`config.mk`:
```
export PLATFORM = sky130hd
export DESIGN_NAME = game_controller
export DESIGN_NICKNAME = d
export VERILOG_FILES = /design/src/rtl/game_controller.sv
export SDC_FILE = /design/constraint.sdc
export NUM_CORES = 1
export LEC_CHECK = 0
export CORE_MARGIN = 10
export CORE_UTILIZATION = 30
export DETAILED_ROUTE_END_ITERATION = 8
export PLACE_DENSITY_LB_ADDON = 0.3
export SYNTH_ARGS = -nofsm -noshare
export SYNTH_HDL_FRONTEND = slang
export SYNTH_SLANG_ARGS = --single-unit
```
`constraint.sdc`:
```
create_clock -name clock -period 1.6 [get_ports clock]
set_input_delay 0.4 -clock clock [delete_from_list [all_inputs] [get_ports clock]]
set_output_delay 0.4 -clock clock [all_outputs]
set_load 0.02 [all_outputs]
```
`src/rtl/game_controller.sv`:
```
// -----------------------------------------------------------------------------
// game_controller
//
// Sequences a maze game. A game is started from IDLE, and each level runs as
// LOAD (reload the countdown timer) followed by PLAY. In PLAY the player can
// reach the goal, run out of time, or pause. Reaching the goal on the last
// level wins the game. The WIN or LOSE result is held for RESULT_HOLD cycles,
// after which the controller returns to IDLE.
//
// Parameters
//   NUM_LEVELS  : levels per game (2 .. 2**LEVEL_BITS)
//   LEVEL_BITS  : width of the level output
//   RESULT_HOLD : cycles that WIN/LOSE is held before returning to IDLE (>= 1)
//
// Ports
//   clock         : in  system clock; all logic runs on its rising edge
//   reset         : in  synchronous, active-low reset
//   start_btn     : in  start button level (rising edge starts a game)
//   pause_btn     : in  pause/resume button level (rising edge toggles pause)
//   goal_reached  : in  player is at the maze exit
//   timer_end     : in  countdown timer has expired
//   timer_load    : out one-cycle pulse in LOAD that reloads the timer
//   timer_run     : out timer enable (PLAY only)
//   player_enable : out player movement allowed (PLAY only)
//   level         : out current level, 0-based
//   state_out     : out FSM state (IDLE=0 LOAD=1 PLAY=2 PAUSE=3 LEVEL_UP=4
//                       WIN=5 LOSE=6)
//   win, lose     : out result flags, high throughout WIN / LOSE
//
// There is no valid/ready handshake on this block. Every output is a pure
// function of registered state, so all outputs are valid from the first cycle
// of a new state and are stable for the whole cycle.
// -----------------------------------------------------------------------------
module game_controller #(
  parameter int NUM_LEVELS  = 3,
  parameter int LEVEL_BITS  = 2,
  parameter int RESULT_HOLD = 100
) (
  input  logic                  clock,
  input  logic                  reset,
  input  logic                  start_btn,
  input  logic                  pause_btn,
  input  logic                  goal_reached,
  input  logic                  timer_end,
  output logic                  timer_load,
  output logic                  timer_run,
  output logic                  player_enable,
  output logic [LEVEL_BITS-1:0] level,
  output logic [2:0]            state_out,
  output logic                  win,
  output logic                  lose
);

  localparam int HOLD_W = $clog2(RESULT_HOLD + 1);
  localparam logic [HOLD_W-1:0]     HOLD_LAST  = HOLD_W'(RESULT_HOLD - 1);
  localparam logic [LEVEL_BITS-1:0] LAST_LEVEL = LEVEL_BITS'(NUM_LEVELS - 1);

  typedef enum logic [2:0] {
    S_IDLE     = 3'd0,
    S_LOAD     = 3'd1,
    S_PLAY     = 3'd2,
    S_PAUSE    = 3'd3,
    S_LEVEL_UP = 3'd4,
    S_WIN      = 3'd5,
    S_LOSE     = 3'd6
  } state_t;

  state_t                  state_q;
  state_t                  next_state;
  logic [LEVEL_BITS-1:0]   level_q;
  logic [HOLD_W-1:0]       hold_cnt;
  logic                    start_prev;
  logic                    pause_prev;

  // The previous-value registers reset to 1, so a button that is already
  // held when reset is released does not count as a press.
  logic start_edge;
  logic pause_edge;
  assign start_edge = start_btn & ~start_prev;
  assign pause_edge = pause_btn & ~pause_prev;

  // ---------------------------------------------------------------------------
  // State register, plus level, hold counter and button history
  // ---------------------------------------------------------------------------
  always_ff @(posedge clock) begin
    if (!reset) begin
      state_q    <= S_IDLE;
      level_q    <= '0;
      hold_cnt   <= '0;
      start_prev <= 1'b1;
      pause_prev <= 1'b1;
    end else begin
      state_q    <= next_state;
      start_prev <= start_btn;
      pause_prev <= pause_btn;

      // A new game restarts at level 0. LEVEL_UP is only reachable below
      // the last level, so the increment cannot wrap.
      if (state_q == S_IDLE && next_state == S_LOAD) begin
        level_q <= '0;
      end else if (state_q == S_LEVEL_UP) begin
        level_q <= level_q + LEVEL_BITS'(1);
      end

      // Counts the cycles spent in WIN/LOSE. Any state change clears it,
      // so it starts at 0 in the entry cycle.
      if (next_state != state_q) begin
        hold_cnt <= '0;
      end else if (state_q == S_WIN || state_q == S_LOSE) begin
        hold_cnt <= hold_cnt + HOLD_W'(1);
      end
    end
  end

  // ---------------------------------------------------------------------------
  // Next-state logic
  // ---------------------------------------------------------------------------
  always_comb begin
    next_state = state_q;
    case (state_q)
      S_IDLE: begin
        if (start_edge) next_state = S_LOAD;
      end
      S_LOAD: begin
        next_state = S_PLAY;
      end
      S_PLAY: begin
        // Goal takes priority over timeout, and timeout over pause.
        if (goal_reached) begin
          next_state = (level_q == LAST_LEVEL) ? S_WIN : S_LEVEL_UP;
        end else if (timer_end) begin
          next_state = S_LOSE;
        end else if (pause_edge) begin
          next_state = S_PAUSE;
        end
      end
      S_PAUSE: begin
        if (pause_edge) next_state = S_PLAY;
      end
      S_LEVEL_UP: begin
        next_state = S_LOAD;
      end
      S_WIN, S_LOSE: begin
        // hold_cnt == HOLD_LAST marks the RESULT_HOLD-th cycle in this state.
        if (hold_cnt == HOLD_LAST) next_state = S_IDLE;
      end
      default: begin
        next_state = S_IDLE;
      end
    endcase
  end

  // ---------------------------------------------------------------------------
  // Moore outputs
  // ---------------------------------------------------------------------------
  always_comb begin
    timer_load    = 1'b0;
    timer_run     = 1'b0;
    player_enable = 1'b0;
    win           = 1'b0;
    lose          = 1'b0;
    case (state_q)
      S_LOAD: timer_load = 1'b1;
      S_PLAY: begin
        timer_run     = 1'b1;
        player_enable = 1'b1;
      end
      S_WIN:  win  = 1'b1;
      S_LOSE: lose = 1'b1;
      default: ;
    endcase
  end

  assign level     = level_q;
  assign state_out = state_q;

endmodule

```
==> results.ini <==
[worst_setup_path]
cp-end-kind=flop
critPathMaxFanout=7
timing.critical_path.buf_inv=0
cp.required_ps=1810
path_class=reg2reg
worstPathCellList=ha_1 -> and2_4 -> and2_4 -> a221o_2 -> nor3_1
path_delay_family=simple AND/OR/NAND/NOR gates
worst_path_max_delay_cell=a221o_2
cp-start-kind=flop
critPathMaxStageDelay_ps=440
cp_common_cell=and2_4
crit_arrival_ps=1760

[placement]
gp_congestion=0.749
portBuffers=15
dpl.hpwl_um=1680
place_inst=151

[sta]
rsz0062_at_grt=true
finClkSkew_ps=0.760
hold_violations=0
setup_viol_count_final=0
worst_pin_slew_ps=280
slew_headroom=0.813
period_minus_slack_ps=1550
whs_ps=370
max_freq_mhz=645
finalCritPeriodShare=0.969
slew_viol_final=0

[clocking]
clkTransAtPathRegs_ps=80
clkSinkCount=14
clockBufferDepth=2
htreeDepth=1
clkLatencyLatePin_ps=280
cts_tree=done
cts_root_buffer=clkbuf_4
cts_buffers=3

[routing]
routed_wl_um=2220
vias_per_cell=4.97
wl_per_cell_um=14.0
firstDrtPassIters=3
drt_drc_violations_left=0
drtIter0Drc=17
num_vias=791
ant_nets=0

[final_layout]
nNetsFinal=138
fill_cells=255
layout-drive-gt1-share=0.442
syn_to_final_growth_pct=50.5
insertedDiodeCount=0
final_cells=159

[logic_synthesis]
ys_warn_count=0
ys_ff_latch=14
synthCells=92
yosysSeqAreaShare=0.340
synth.distinct_cells=36
synth_nets=100
syn_area_um2=823
synth_area_per_cell_um2=8.95

[pwr]
vdd_drop_max_uv=432
p_leak_nw=0.564
powerDensity_mw_per_mm2=590

[job]
drv_cap=0

[grt]
first_global_vias=825
grt_pass1_wl_um=3640
antenna_found_initial=0
grt_max_degree=9
gr-total-overflow=0
track_usage=0.0846

[outcome]
status=finished, final reports clean

[floorplan]
dieArea_mm2=0.00524
die-width_um=72.4
io-pin-count=16
start_util=0.324
rows=18
die_h_um=72.4
core_mm2=0.00254

[worst_hold_path]
hp-class=in2reg

-- metal layers --
metal	routed length (um)	up-vias	track usage	part of all wire
li1	-	398	-	-
met1	960	373	0.0951	0.43
met2	1150	16	0.144	0.52
met3	90	4	0.0286	0.040
met4	25	0	0.0316	0.011
met5	0	-	0	0
-- stage by stage --
| stage | TNS [ps] | util | setup WS [ps] | instance area [um2] | power (W) |
|---|---|---|---|---|---|
| 6_report | 0 | 0.487 | 49.8 | 1240 | 0.000731 |
| 5_1_grt | -3.44 | 0.487 | -2.65 | 1240 | 0.000768 |
| 4_1_cts | 0 | 0.454 | 0.00966 | 1160 | 0.000721 |
| 3_5_place_dp | -3990 | 0.443 | -439 | 1130 | 0.000472 |
| 3_3_place_gp | -3640 | 0.443 | -394 | 1130 | 0.000470 |
| 2_1_floorplan | 0 | - | 27.3 | 828 | 0.000418 |
-- cells by family (layout without fill, tap and decap cells) --
group / after synthesis / count (layout) / share of synthesized area
AO/OA/AOI/OAI: 15 / 15 / 0.146
XOR/XNOR: 8 / 8 / 0.0942
adder cells (fa/ha/maj): 2 / 2 / 0.0304
buffers and inverters: 9 / 46 / 0.0562
flip-flops: 14 / 14 / 0.340
multiplexers: 1 / 1 / 0.0122
AND/OR/NAND/NOR: 43 / 43 / 0.321
-- area by class of cell --
type | instances | area (um2) | area share
Multi-Input combinational cell | 69 | 572 | 0.462
Timing Repair Buffer | 38 | 295 | 0.238
Sequential cell | 14 | 283 | 0.228
Tap cell | 30 | 37.5 | 0.0303
Clock buffer | 4 | 36.3 | 0.0293
Inverter | 4 | 15.0 | 0.0121
-- cells in the mapped netlist, drive strengths merged --
master  number  area [um2]
nor3b        1        7.51
nand2        4        15.0
o22ai        2        12.5
nand2b       3        18.8
and3         2        13.8
clkbuf       1        3.75
nand3        1        5.00
or2          1        6.26
nor2b        3        18.8
o31a         2        18.8
a221o        1        10.0
ha           2        25.0
and2         6        40.0
mux2i        1        10.0
a21boi       2        15.0
o21bai       1        7.51
dfxtp       14         280
nand4        4        25.0
nor2         3        11.3
and2b        1        7.51
xor2         7        68.8
a311oi       1        26.3
a21oi        1        5.00
buf          4        27.5
nor3         9        45.0
xnor2        1        8.76
nand3b       1        7.51
nor4b        2        30.0
o21ai        5        25.0
inv          4        15.0
or3          2        12.5
-- power breakdown --
| part | internal (W) | switching, W | total [W] |
|---|---|---|---|
| registers | 0.000354 | 0.00000448 | 0.000358 |
| clock network | 0.000138 | 0.000116 | 0.000255 |
| logic | 0.0000597 | 0.0000584 | 0.000118 |
-- registers in the layout (all words and copies together) (netlist names) --
register	cells
state_out	3
hold_cnt	7
level	2
start_prev	1
pause_prev	1
-- path summary, 6_finish.rpt --
path	startpoint	depth (start not counted)	end	slack, ps
worst max-delay path	hold_cnt[1]	5	hold_cnt[3]	50
worst min-delay path	pause_btn	2	pause_prev	370
worst min register to register	level[0]	2	level[0]	530
worst max register to register	hold_cnt[1]	5	hold_cnt[3]	50
-- cell usage in the layout, fill, tap and decap left out, drive strengths merged, types with 3 or more instances in the layout --
master / netlist / final
dfxtp: 14 / 14
and2: 6 / 6
nor2b: 3 / 3
buf: 4 / 28
inv: 4 / 4
nor3: 9 / 9
nand2b: 3 / 3
nand2: 4 / 4
clkbuf: 1 / 5
nor2: 3 / 3
dlygate4sd2: 0 / 5
xor2: 7 / 7
o21ai: 5 / 5
nand4: 4 / 4
-- what timing repair did --
action                                 in CTS  in global routing
setup endpoints to repair                  17                 12
pin swaps                                   5                  4
buffers inserted                            2                  2
resized for setup                          29                 21
hold buffers                                0                  0
endpoints found under the hold margin       0                  0
Power figures use the tool's default switching activity.
